**src/rtl/cmd_seq_ctrl.sv**
```systemverilog
// cmd_seq_ctrl: fetches CMD_WORDS-beat commands, starts one of NUM_ENG engines and loops for cmd_size commands.
// cmd_ready is high only in FETCH, one cycle after the last eng_done. Define CMD_SEQ_PERF_CNT_EN to enable perf_cycles.
module cmd_seq_ctrl #(
  parameter int CMD_WORDS = 8,
  parameter int PARA      = 16,
  parameter int NUM_ENG   = 3,
  parameter int CNT_W     = 7
) (
  input  logic               clk,
  input  logic               rst,
  input  logic               op_en,
  input  logic               cmd_valid,
  input  logic [31:0]        cmd_data,
  output logic               cmd_ready,
  input  logic [CNT_W-1:0]   cmd_size,
  output logic [NUM_ENG-1:0] eng_start,
  input  logic [NUM_ENG-1:0] eng_done,
  output logic [2:0]         op_type,
  output logic               padding,
  output logic [3:0]         stride,
  output logic [15:0]        op_num,
  output logic [7:0]         kernel_size,
  output logic [7:0]         i_side_size,
  output logic [7:0]         o_side_size,
  output logic [15:0]        i_surf_size,
  output logic [15:0]        o_surf_size,
  output logic [15:0]        i_channel_size,
  output logic [15:0]        o_channel_size,
  output logic [31:0]        weight_start_addr,
  output logic [31:0]        data_start_addr,
  output logic [31:0]        result_start_addr,
  output logic               engine_reset,
  output logic               busy,
  output logic               err,
  output logic               irq,
  input  logic               irq_clr,
  output logic [31:0]        perf_cycles
);

  localparam int WI_W = $clog2(CMD_WORDS);

  typedef enum logic [2:0] {S_IDLE, S_FETCH, S_ISSUE, S_RUN, S_DONE, S_ERR} state_t;

  state_t             state_q, state_d;
  logic [WI_W-1:0]    word_idx_q, word_idx_d;
  logic [CNT_W-1:0]   cmd_cnt_q, cmd_cnt_d;
  logic [15:0]        surf_cnt_q, surf_cnt_d;
  logic [16:0]        chan_cnt_q, chan_cnt_d;
  logic [NUM_ENG-1:0] eng_start_q, eng_start_d;

  logic [2:0]  op_type_q;
  logic        padding_q;
  logic [3:0]  stride_q;
  logic [15:0] op_num_q;
  logic [7:0]  kernel_q, i_side_q, o_side_q;
  logic [15:0] i_surf_q, o_surf_q, i_chan_q, o_chan_q;
  logic [31:0] waddr_q, daddr_q, raddr_q;

  logic        beat, last_beat, done_hit, surf_wrap, op_cmpl, eng_ok;
  logic [2:0]  eng_idx;
  logic [16:0] chan_nxt;

  assign beat      = (state_q == S_FETCH) && cmd_valid;
  assign last_beat = beat && (word_idx_q == WI_W'(CMD_WORDS - 1));
  // Only the engine we started may advance the pixel counters.
  assign done_hit  = (state_q == S_RUN) && (|(eng_done & eng_start_q));
  assign surf_wrap = (({1'b0, surf_cnt_q} + 17'd1) == {1'b0, o_surf_q});
  assign chan_nxt  = chan_cnt_q + 17'(PARA);
  assign op_cmpl   = done_hit && surf_wrap && (chan_nxt >= {1'b0, o_chan_q});

  always_comb begin
    eng_idx = 3'd0;
    case (op_type_q)
      3'd4:    eng_idx = 3'd1;
      3'd5:    eng_idx = 3'd2;
      3'd6:    eng_idx = 3'd3;
      3'd7:    eng_idx = 3'd4;
      default: eng_idx = 3'd0;
    endcase
  end

  assign eng_ok = (op_type_q != 3'd0) && ({29'd0, eng_idx} < 32'(NUM_ENG));

  always_comb begin
    state_d     = state_q;
    word_idx_d  = word_idx_q;
    cmd_cnt_d   = cmd_cnt_q;
    surf_cnt_d  = surf_cnt_q;
    chan_cnt_d  = chan_cnt_q;
    eng_start_d = eng_start_q;
    unique case (state_q)
      S_IDLE: begin
        if (op_en) begin
          cmd_cnt_d  = '0;
          word_idx_d = '0;
          state_d    = (cmd_size == '0) ? S_DONE : S_FETCH;
        end
      end
      S_FETCH: begin
        if (last_beat) begin
          word_idx_d = '0;
          state_d    = S_ISSUE;
        end else if (beat) begin
          word_idx_d = word_idx_q + 1'b1;
        end
      end
      S_ISSUE: begin
        if (!eng_ok || (o_surf_q == 16'd0) || (o_chan_q == 16'd0)) begin
          state_d = S_ERR;
        end else begin
          eng_start_d = NUM_ENG'(1) << eng_idx;
          surf_cnt_d  = '0;
          chan_cnt_d  = '0;
          state_d     = S_RUN;
        end
      end
      S_RUN: begin
        if (done_hit) begin
          if (surf_wrap) begin
            surf_cnt_d = '0;
            chan_cnt_d = chan_nxt;
          end else begin
            surf_cnt_d = surf_cnt_q + 16'd1;
          end
          if (op_cmpl) begin
            eng_start_d = '0;
            cmd_cnt_d   = cmd_cnt_q + 1'b1;
            state_d     = (({1'b0, cmd_cnt_q} + 1'b1) == {1'b0, cmd_size}) ? S_DONE : S_FETCH;
          end
        end
      end
      S_DONE, S_ERR: begin
        if (irq_clr) state_d = S_IDLE;
      end
      default: state_d = S_IDLE;
    endcase
  end

  always_ff @(posedge clk or posedge rst) begin
    if (rst) begin
      state_q     <= S_IDLE;
      word_idx_q  <= '0;
      cmd_cnt_q   <= '0;
      surf_cnt_q  <= '0;
      chan_cnt_q  <= '0;
      eng_start_q <= '0;
    end else begin
      state_q     <= state_d;
      word_idx_q  <= word_idx_d;
      cmd_cnt_q   <= cmd_cnt_d;
      surf_cnt_q  <= surf_cnt_d;
      chan_cnt_q  <= chan_cnt_d;
      eng_start_q <= eng_start_d;
    end
  end

  // Words past index 7 are accepted but carry nothing we decode.
  always_ff @(posedge clk or posedge rst) begin
    if (rst) begin
      op_type_q <= '0;
      padding_q <= 1'b0;
      stride_q  <= '0;
      op_num_q  <= '0;
      i_chan_q  <= '0;
      o_chan_q  <= '0;
      i_side_q  <= '0;
      o_side_q  <= '0;
      kernel_q  <= '0;
      i_surf_q  <= '0;
      o_surf_q  <= '0;
      waddr_q   <= '0;
      daddr_q   <= '0;
      raddr_q   <= '0;
    end else if (beat) begin
      case (word_idx_q)
        WI_W'(0): begin
          op_type_q <= cmd_data[2:0];
          padding_q <= cmd_data[4];
          stride_q  <= cmd_data[11:8];
          op_num_q  <= cmd_data[31:16];
        end
        WI_W'(2): begin
          i_chan_q <= cmd_data[15:0];
          o_chan_q <= cmd_data[31:16];
        end
        WI_W'(3): begin
          i_side_q <= cmd_data[7:0];
          o_side_q <= cmd_data[15:8];
          kernel_q <= cmd_data[23:16];
        end
        WI_W'(4): begin
          i_surf_q <= cmd_data[15:0];
          o_surf_q <= cmd_data[31:16];
        end
        WI_W'(5): waddr_q <= cmd_data;
        WI_W'(6): daddr_q <= cmd_data;
        WI_W'(7): raddr_q <= cmd_data;
        default: ;
      endcase
    end
  end

`ifdef CMD_SEQ_PERF_CNT_EN
  logic [31:0] perf_q;
  always_ff @(posedge clk or posedge rst) begin
    if (rst) begin
      perf_q <= '0;
    end else if ((state_q == S_IDLE) && (state_d == S_FETCH)) begin
      perf_q <= '0;
    end else if ((state_q == S_RUN) && (perf_q != 32'hFFFF_FFFF)) begin
      perf_q <= perf_q + 32'd1;
    end
  end
  assign perf_cycles = perf_q;
`else
  assign perf_cycles = 32'd0;
`endif

  assign cmd_ready         = (state_q == S_FETCH);
  assign busy              = (state_q != S_IDLE);
  assign irq               = (state_q == S_DONE) || (state_q == S_ERR);
  assign err               = (state_q == S_ERR);
  assign engine_reset      = !((state_q == S_ISSUE) || (state_q == S_RUN));
  assign eng_start         = eng_start_q;
  assign op_type           = op_type_q;
  assign padding           = padding_q;
  assign stride            = stride_q;
  assign op_num            = op_num_q;
  assign kernel_size       = kernel_q;
  assign i_side_size       = i_side_q;
  assign o_side_size       = o_side_q;
  assign i_surf_size       = i_surf_q;
  assign o_surf_size       = o_surf_q;
  assign i_channel_size    = i_chan_q;
  assign o_channel_size    = o_chan_q;
  assign weight_start_addr = waddr_q;
  assign data_start_addr   = daddr_q;
  assign result_start_addr = raddr_q;

endmodule

```
**config.mk**
```make
export PLATFORM = sky130hd
export DESIGN_NAME = cmd_seq_ctrl
export DESIGN_NICKNAME = d
export VERILOG_FILES = /design/src/rtl/cmd_seq_ctrl.sv
export SDC_FILE = /design/constraint.sdc
export NUM_CORES = 1
export LEC_CHECK = 0
export BUFFER_PORTS_ARGS = -buffer_cell sky130_fd_sc_hd__buf_4
export CAP_MARGIN = 40
export CORE_MARGIN = 10
export CORE_UTILIZATION = 55
export CTS_BUF_LIST = sky130_fd_sc_hd__clkbuf_2 sky130_fd_sc_hd__clkbuf_4 sky130_fd_sc_hd__clkbuf_8
export CTS_CLUSTER_SIZE = 30
export DETAILED_ROUTE_END_ITERATION = 16
export GPL_TIMING_DRIVEN = 0
export HOLD_SLACK_MARGIN = 0.1
export PLACE_DENSITY = 0.93
export SLEW_MARGIN = 20
export SYNTH_ARGS = -nofsm -noshare
export SYNTH_HDL_FRONTEND = slang
export SYNTH_SLANG_ARGS = --single-unit
```
**constraint.sdc**
```tcl
create_clock -name clk -period 17.1 [get_ports clk]
set_input_delay 1.71 -clock clk [delete_from_list [all_inputs] [get_ports clk]]
set_output_delay 1.71 -clock clk [all_outputs]
set_load 0.005 [all_outputs]
```
# After elaboration in Yosys (flattened, before gate mapping)
# Index checks and enable logic that the tools add are counted.
[classes] n_addsub=6 n_mul=0 div=0 n_lt_le_gt_ge=2 eq_ne=25 shifts=1 mux=30 bitwise=1 reduce_logical=37
[op_table] cell="2-to-1 mux 17 bit" count=3
[op_table] cell="2-to-1 mux 16 bit" count=3
[op_table] cell="2-to-1 mux 3 bit" count=14
[op_table] cell="case mux 17 bit (2 select lines)" count=1
[op_table] cell="logical NOT 16 bit" count=2
[op_table] cell="case mux 16 bit (2 select lines)" count=1
[op_table] cell="== test 3 bit (second input constant)" count=10
[op_table] cell="2-to-1 mux 7 bit" count=3
[op_table] cell="adder 16 x 1 -> 17 bit (second input constant)" count=1
[op_table] cell="adder 17 x 5 -> 17 bit (second input constant)" count=1
[op_table] cell="== test 17 x 16 -> 1 bit" count=1
[op_table] cell="greater-or-equal comparator 17 x 16 -> 1 bit" count=1
[op_table] cell="adder 16 x 1 -> 16 bit (second input constant)" count=1
[op_table] cell="case mux 3 bit (5 select lines)" count=1
[op_table] cell="case mux 7 bit (2 select lines)" count=1
[op_table] cell="AND reduction 2 bit" count=7
[op_table] cell="== test 3 x 2 -> 1 bit (second input constant)" count=4
[op_table] cell="!= test 2 bit (second input constant)" count=6
[op_table] cell="case mux 3 bit (2 select lines)" count=2
[op_table] cell="case mux 3 bit (4 select lines)" count=1
[op_table] cell="AND reduction 4 bit" count=3
[op_table] cell="adder 7 x 1 -> 8 bit (second input constant)" count=1
[op_table] cell="== test 8 x 7 -> 1 bit" count=1
[op_table] cell="adder 7 x 1 -> 7 bit (second input constant)" count=1
[op_table] cell="other kinds (18)" count=32
[word_totals] register_bits=257 latchBits=0 mem_bits_rw=0 rom_bits=0 out_inout_bits=248 memories=0

# Longest topological paths before layout
# Gate-level depths: netlist (run 1).
[logic_depth] depth_word=9 ltp_mapped=13

# Worst setup path before layout (run 1)
# No wires, ideal clock.
[synth_path] path_type="input-to-reg" startpoint="in eng_done[0]" endpoint="reg surf_cnt_q[4]" setup_ps=79 arrival_ps=3150 required_ps=17021 path_slack_ps=13870 cell_stages=8 cell_sequence="a222oi_1 -> nand2b_1 -> nand2_1 -> nand2_1 -> clkbuf_1 -> clkbuf_1 -> a31oi_1 -> mux2i_1"
[synth_via] elab_chain_len=5
[synth_lines] item="start, declared" line="17" source="input logic [NUM_ENG-1:0] eng_done,"
[synth_lines] item="AND 3 bit" line="66" source="assign done_hit = (state_q == S_RUN) && (|(eng_done & eng_start_q));"
[synth_lines] item="OR reduction 3 bit" line="66"
[synth_lines] item="logical AND 1 bit" line="66"
[synth_lines] item="!= test 2 bit (no line)"
[synth_lines] item="AND reduction 3 bit (no line)"
[synth_lines] item="end signal, assigned" line="151" source="surf_cnt_q <= surf_cnt_d;"
[synth_lines] item="end, declared" line="47" source="logic [15:0] surf_cnt_q, surf_cnt_d;"
# Every way passes these cells.
# A chain may end at the register's enable or synchronous reset.

# Worst setup path after layout (run 1)
[layout_path] startpoint="reg state_q[0]" endpoint="out busy"
[layout_via] elab_chain_len=1
[layout_lines] item="start, declared" line="44" source="state_t state_q, state_d;"
[layout_lines] item="start signal, assigned" line="148" source="state_q <= state_d;"
[layout_lines] item="nonzero test 3 bit" line="220" source="assign busy = (state_q != S_IDLE);"
[layout_lines] item="end, declared" line="33" source="output logic busy,"
# Every way passes these cells.

==> summary.txt, run 1 <==
Cells and area
  – Top library cells by usage in the layout, fill and taps aside: buf_4, dfrtp_1, mux2_2
  – Proportion of layout cells with a drive suffix above 1: 45.80%
  – Antenna diodes: 0
  – Fill cell total of the finished layout: 1339
  – Nets: 1348
  – Most common cell after layout, fill and taps aside: buf_4
  – Final std cells w/o fill: 1583
  – Layout-stage area growth over the synthesis result: 28.90%
  – Post-route cell area: 15090 um2
  – Core occupancy in the finished layout: slightly above 70%

Yosys
  – Cells after Synth: 940
  – Synthesized area per cell: 12.45 um2
  – Part of the Yosys area used for sequential elements: roughly 54%
  – Number of enable flip-flop cells after synthesis: 0
  – Synthesized area: around 12000 um2
  – Ys async rst share: 100.0%
  – Count of state elements after synthesis: 253
  – Top flip-flop cell by instance count after synthesis: dfrtp_1
  – Unique cell type count in the Yosys netlist: 62
  – Largest cells by area after synthesis: dfrtp_1, mux2_2, ha_1
  – YS warnings: 0
  – Yosys top cell area share: 54.08%
  – Biggest area consumer among synthesized cells: dfrtp_1

Clock tree
  – Number of buffers added to fix hold violations after cts: 0
  – Longest Clk Path Bufs: 3
  – Clock Pin Slew Worst Setup and Hold Paths: 0.06 ns
  – # H-tree levels: 2
  – Skew-Pair Late Insertion Delay: 0.54 ns
  – TritonCTS clock tree: done
  – Number of buffers added by the clock tree synthesis step: 41
  – Number of resized instances in the post-cts repair step: 0
  – Clock Root Buffer: clkbuf_8
  – TritonCTS Sinks: 253
  – Setup Buffers After CTS: 0

Setup path
  – Crit path arrival time: about 2.0 ns
  – Setup crit start kind: flip-flop
  – CP max-delay cell: dfrtp_1
  – Crit-path max cell delay: approximately 0.47 ns
  – Chain of cells forming the critical path: clkbuf_1 > nor3_1 > inv_1 > buf_4
  – Capturing element type of the critical path: output port
  – Required time worst endpoint: 15.39 ns
  – R2R depth: 12
  – Type of the worst setup path: reg2out
  – Critical-path maximum fanout: 10

STA
  – Worst-case clock skew: 0.01727 ns
  – Number of endpoints failing setup at the final stage: 0
  – Pins Over Slew Limit: 0
  – Number of hold-slack violations in the final timing report: 0
  – Ratio of final minimum period to clock period: 21.62%
  – Tightest slew margin relative to the limit: between 40 and 50%
  – Worst hold-check slack: around 0.51 ns
  – Setup repair after global routing missed its margin: false
  – Worst Tran Pin Value: 0.8019 ns
  – Total negative slack: 0 ns
  – Final critical path time including I/O delays and setup: 3.698 ns
  – Fmax: between 0.2 and 0.3 GHz

GRT
  – First-pass GRT wire length: 56540 um
  – Remaining global-route overflow: 0
  – Vias in the first global route: between 9000 and 10000
  – Maximum number of pins on one net before global-route repair: 111
  – Initial antenna violation count: 0
  – GR Util All Layers: about a quarter

Drt
  – DRC violation count after routing: 0
  – Via density: 5.699
  – Final wirelength: 37070 um
  – DRC violation total after the first TritonRoute iteration: 676
  – Pre-antenna DRT Iters: 5
  – Via count: 9022
  – Routed WL per cell: 23.42 um
  – Antenna viol nets, final: 0

Min path
  – Worst hold path class: reg2reg
  – WHS Path Cells: 1

Run status
  – Outcome: complete, no violations

Place
  – Final RePlAce weighted congestion: about 0.93
  – Number of port buffers: 262
  – Placement-stage cell area: 14200 um2
  – Detailed-placement wirelength estimate: 26320 um
  – Placed instance count: around 1500

Floorplan
  – Row count: 53
  – Top Ports: 295
  – Starting density of the core: 55.86%
  – Width of the die: ~170 um
  – Full die area: 27520 um2
  – Floorplan core area: 20960 um2
  – Die boundary height: roughly 170 um

Pwr
  – Max rail drop VDD: ~110 uV
  – Total power per unit cell area: ~160 nW/um2
  – Pleak: roughly 7.8 nW

Job
  – Max-Cap Viols: 0
==> final cells by class <==
type / count / area (um2) / area share, %
well taps: 275 / 344.1 / 2.280
inverters: 37 / 146.4 / 0.9701
flip-flops and latches: 253 / 6331 / 41.96
repair buffers: 265 / 2033 / 13.47
plain buffers: 77 / 434.2 / 2.877
clock inverters: 6 / 36.28 / 0.2405
clock buffers: 66 / 845.8 / 5.605
multi-input cells: 604 / 4918 / 32.60
==> power by group <==
group / internal, mW / leakage [nW] / switching [mW]
clock: 0.313 / 0.469 / 0.241
combinational: 0.455 / 3.91 / 0.412
sequential: 0.783 / 3.38 / 0.160
total: 1.55 / 7.75 / 0.813
==> Yosys cell counts, types with 4 or more instances <==
| cell type | n |
|---|---|
| mux2i_1 | 18 |
| nand2_1 | 49 |
| and4_1 | 4 |
| ha_1 | 22 |
| a21oi_1 | 16 |
| nor3_1 | 15 |
| buf_4 | 34 |
| or3_1 | 4 |
| xor2_1 | 14 |
| clkbuf_1 | 20 |
| buf_1 | 14 |
| or4_1 | 4 |
| nor3b_1 | 4 |
| nand3_1 | 40 |
| buf_2 | 8 |
| o31ai_1 | 4 |
| o311ai_0 | 4 |
| o21ai_0 | 17 |
| nand4_1 | 13 |
| nor4_1 | 10 |
| a31oi_1 | 15 |
| xnor2_1 | 28 |
| nor2_1 | 17 |
| mux2_2 | 208 |
| and3_1 | 9 |
| dfrtp_1 | 253 |
| nand3b_1 | 4 |
| inv_1 | 37 |
==> state kept, by name, summed over array words and instances (netlist names), 4 cells and up <==
signal             cells
chan_cnt_q            13
kernel_size            8
o_channel_size        16
o_surf_size           16
data_start_addr       32
o_side_size            8
i_channel_size        16
stride                 4
result_start_addr     32
weight_start_addr     32
i_side_size            8
surf_cnt_q            16
cmd_cnt_q              7
op_num                16
i_surf_size           16
==> metrics by stage <==
step / power [mW] / worst slack, ns
3_5_place_dp: 1.791 / 13.21
3_3_place_gp: 1.733 / 5.880
2_1_floorplan: 1.316 / 8.433
4_1_cts: 2.365 / 13.41
6_report: 2.363 / 13.40
5_1_grt: 2.476 / 13.11
==> critical path: cells and delay by family (launching register included) <==
kind	cells	cell delay, ns
DFF	1	0.47
buffers and inverters	3	0.59
and+or+nand+nor	1	0.39
==> cells by family after synthesis <==
family          after synthesis  synth area share, %
simple gates                191                8.700
fa+ha+maj                    22                2.351
other cells                   1              0.03203
buf+inv                     114                4.895
xor+xnor                     42                3.142
mux                         226                21.55
compound gates               91                5.248
flops                       253                54.08
==> layer usage <==
metal | global-route usage (%) | part of all wire, % | vias to the layer above
met4 | 10.86 | 4.2 | 0
met5 | 0 | 0 | -
met2 | 44.88 | 50 | 424
met3 | 9.181 | 9.6 | 115
li1 | - | - | 3975
met1 | 27.58 | 36 | 4508
==> final timing paths <==
check	endpoint	startpoint	slack, ns
setup / recovery	busy	state_q[0]	13.40
hold / removal	i_surf_size[4]	i_surf_size[4]	0.51
setup reg to reg	state_q[1]	chan_cnt_q[6]	13.43
hold reg to reg	i_surf_size[4]	i_surf_size[4]	0.51
max in group asynchronous	i_surf_size[0]	rst	14.60
min in group asynchronous	result_start_addr[13]	rst	1.19
(Power assumes the default switching activity.)
==> inputs of run 2 (changes only) <==
--- a/config.mk
+++ b/config.mk
@@ -8,13 +8,13 @@
 export BUFFER_PORTS_ARGS = -buffer_cell sky130_fd_sc_hd__buf_4
 export CAP_MARGIN = 40
 export CORE_MARGIN = 10
-export CORE_UTILIZATION = 55
+export CORE_UTILIZATION = 50
 export CTS_BUF_LIST = sky130_fd_sc_hd__clkbuf_2 sky130_fd_sc_hd__clkbuf_4 sky130_fd_sc_hd__clkbuf_8
 export CTS_CLUSTER_SIZE = 30
 export DETAILED_ROUTE_END_ITERATION = 16
 export GPL_TIMING_DRIVEN = 0
 export HOLD_SLACK_MARGIN = 0.1
-export PLACE_DENSITY = 0.93
+export PLACE_DENSITY = 0.9
 export SLEW_MARGIN = 20
 export SYNTH_ARGS = -nofsm -noshare
 export SYNTH_HDL_FRONTEND = slang
==> constraint.sdc (replaced) <==
create_clock -name clk -period 3.02 [get_ports clk]
set_input_delay 0.302 -clock clk [delete_from_list [all_inputs] [get_ports clk]]
set_output_delay 0.302 -clock clk [all_outputs]
set_load 0.005 [all_outputs]
==> summary.txt, run 2 (same netlist as run 1, synthesis figures left out) <==
STA
  – Worst-case clock skew: 0.01950 ns (was 0.01727 ns)
  – Tightest slew margin relative to the limit: 45.87% (was 46.05%)
  – Final critical path time including I/O delays and setup: between 2 and 3 ns
  – Number of endpoints failing setup at the final stage: 0 (unchanged)
  – Worst Tran Pin Value: 0.8120 ns (was 0.8019 ns)
  – Setup repair after global routing missed its margin: true (was false)
  – Post-route worst setup slack: 0.06363 ns (was 13.40 ns)
  – Number of hold-slack violations in the final timing report: 0 (unchanged)
  – Fmax: 0.3383 GHz
  – Pins Over Slew Limit: 0 (unchanged)
  – Worst hold-check slack: 0.1355 ns (was 0.5085 ns)
  – Ratio of final minimum period to clock period: a little over nine tenths
  – Total negative slack: 0 ns (unchanged)

Setup path
  – Chain of cells forming the critical path: ha_4 > nand4_1 > xnor2_2 > ha_1 > nand2_2 > o21ai_2 > o2111a_1 > o41ai_4 > a31o_2 > or4_4 > o21ai_2 > a31o_1 (was clkbuf_1 > nor3_1 > inv_1 > buf_4)
  – Type of the worst setup path: reg2reg (was reg2out)
  – Required time worst endpoint: 3.49 ns (was 15.39 ns)
  – Endpoint of the most critical register-to-register path: cmd_cnt_q[5] (was state_q[1])
  – Library cell appearing most often on the critical path: o21ai_2
  – Critical-path maximum fanout: 8 (was 10)
  – Total buffers and inverters traversed by the critical path: 0 (was 3)
  – Internal reg-to-reg setup slack: 0.06 ns (was 13.43 ns)
  – Family with the most delay on the worst path: compound AO/OA/AOI/OAI gates (was buffers and inverters)
  – CP max-delay cell: or4_4 (was dfrtp_1)
  – Setup crit start kind: flip-flop (unchanged)
  – Crit path arrival time: 3.43 ns (was 1.99 ns)
  – Capturing element type of the critical path: flip-flop (was output port)
  – R2R depth: 12 (unchanged)
  – Reg-to-reg startpoint: chan_cnt_q[4] (was chan_cnt_q[6])
  – Crit-path max cell delay: 0.48 ns (was 0.47 ns)

Cells and area
  – Post-route cell area: 15790 um2 (was 15090 um2)
  – Most common cell after layout, fill and taps aside: buf_4 (unchanged)
  – Final std cells w/o fill: 1662 (was 1583)
  – Core occupancy in the finished layout: 69.09% (was 72.01%)
  – Top library cells by usage in the layout, fill and taps aside: buf_4, dfrtp_1, mux2_2 (unchanged)
  – Nets: 1391 (was 1348)
  – Layout-stage area growth over the synthesis result: 34.84% (was 28.90%)
  – Antenna diodes: 0 (unchanged)
  – Proportion of layout cells with a drive suffix above 1: 47.81% (was 45.80%)

Drt
  – Final wirelength: 40140 um (was 37070 um)
  – Antenna viol nets, final: 0 (unchanged)
  – DRC violation total after the first TritonRoute iteration: 724 (was 676)
  – DRC violation count after routing: 0 (unchanged)
  – Via density: 5.707 (was 5.699)
  – Via count: 9485 (was 9022)
  – Pre-antenna DRT Iters: 5 (unchanged)
  – Routed WL per cell: 24.15 um (was 23.42 um)

GRT
  – Vias in the first global route: 10130 (was 9605)
  – Initial antenna violation count: 0 (unchanged)
  – Remaining global-route overflow: 0 (unchanged)
  – First-pass GRT wire length: 61440 um (was 56540 um)
  – GR Util All Layers: 25.77% (was 25.71%)
  – Maximum number of pins on one net before global-route repair: 36 (was 111)

Pwr
  – Pleak: 8.007 nW (was 7.754 nW)
  – Total power per unit cell area: 873.7 nW/um2 (was 156.6 nW/um2)
  – Overall power consumption: 13.79 mW (was 2.363 mW)
  – Max rail drop VDD: 704.1 uV (was 110.9 uV)

Clock tree
  – Skew-Pair Late Insertion Delay: 0.55 ns (was 0.54 ns)
  – # H-tree levels: 2 (unchanged)
  – Longest Clk Path Bufs: 3 (unchanged)
  – Clock Root Buffer: clkbuf_8 (unchanged)
  – TritonCTS Sinks: 253 (unchanged)
  – TritonCTS clock tree: done (unchanged)
  – Clock Pin Slew Worst Setup and Hold Paths: 0.07 ns (was 0.06 ns)
  – Number of buffers added by the clock tree synthesis step: 42 (was 41)

Min path
  – Hold EP: weight_start_addr[28] (was i_surf_size[4])
  – Launch instance of the worst min-delay path: cmd_data[28] (was i_surf_size[4])
  – WHS Path Cells: 2 (was 1)
  – Worst hold path class: in2reg (was reg2reg)

Floorplan
  – Top Ports: 295 (unchanged)
  – Row count: 55 (was 53)
  – Die boundary height: 173.0 um (was 165.9 um)
  – Starting density of the core: 51.24% (was 55.86%)
  – Floorplan core area: 22850 um2 (was 20960 um2)
  – Width of the die: 173.0 um (was 165.9 um)
  – Full die area: 29930 um2 (was 27520 um2)

Place
  – Number of port buffers: 262 (unchanged)
  – Detailed-placement wirelength estimate: 26990 um (was 26320 um)
  – Final RePlAce weighted congestion: 0.8863 (was 0.9332)
  – Worst setup slack before clock tree synthesis: -0.5437 ns (was 13.21 ns)
  – Placement-stage cell area: 14350 um2 (was 14200 um2)
  – Placed instance count: 1554 (was 1510)

Run status
  – Outcome: complete, no violations (unchanged)

Job
  – Max-Cap Viols: 0 (unchanged)
## run 2: cell types whose count changed in the layout (fill, tap and decap cells not counted), moves of 3 or more
cell           change
nand2_2            +3
o21ai_0            -3
clkbuf_4           +3
dlygate4sd3_1     +33
buf_2              -5
dfrtp_1            -8
clkbuf_1           -6
buf_12             +8
o311ai_0           -4
buf_4              +8
nand2_1            -3
dfrtp_2            +8
## run 2: timing repair
item | CTS | global route
setup endpoints to repair | 41 | 42
resized for setup | 16 | 47
buffers inserted | 2 | 5
pin swaps | 1 | 4
endpoints found under the hold margin | 214 | 0
hold buffers | 33 | 0
## run 2: how the worst max path moves through the flow
stage / start / endpoint / cells after the start
2_1_floorplan: rst / chan_cnt_q[10] / 1
3_3_place_gp: rst / cmd_cnt_q[3] / 2
3_5_place_dp: chan_cnt_q[6] / state_q[2] / 12
4_1_cts: chan_cnt_q[4] / state_q[1] / 10
5_1_grt: chan_cnt_q[7] / cmd_cnt_q[5] / 12
6_report: chan_cnt_q[4] / cmd_cnt_q[5] / 12
## run 2: power by group
part	internal, mW	leakage (nW)	total (mW)	switching, mW
combinational	2.73	4.17	5.23	2.50
sequential	4.44	3.37	5.37	0.933
clock	1.78	0.469	3.19	1.42
## run 2: final cells by class
class / count / area (um2)
inverter: 37 / 142.6
fill: 1516 / 7062
multi-input combinational: 604 / 5066
clock inverter: 5 / 32.53
timing repair buffer: 310 / 2510
clock buffer: 66 / 845.8
sequential: 253 / 6341
tap: 313 / 391.6
buffer: 74 / 455.4
## run 2: metal layers
metal / global-route usage [%] / vias up / share of wire, %
li1: - / 4077 / -
met1: 27.48 / 4736 / 34
met2: 46.40 / 549 / 52
met3: 8.342 / 123 / 9.9
met4: 9.666 / 0 / 3.8
met5: 0.3322 / - / 0
## run 2: worst register-to-register path, cell delays in order, from the launching register on
cell      delay, ns
dfrtp_2        0.47
ha_4           0.20
nand4_1        0.14
xnor2_2        0.19
ha_1           0.32
nand2_2        0.06
o21ai_2        0.19
o2111a_1       0.26
o41ai_4        0.11
a31o_2         0.24
or4_4          0.49
o21ai_2        0.12
a31o_1         0.10
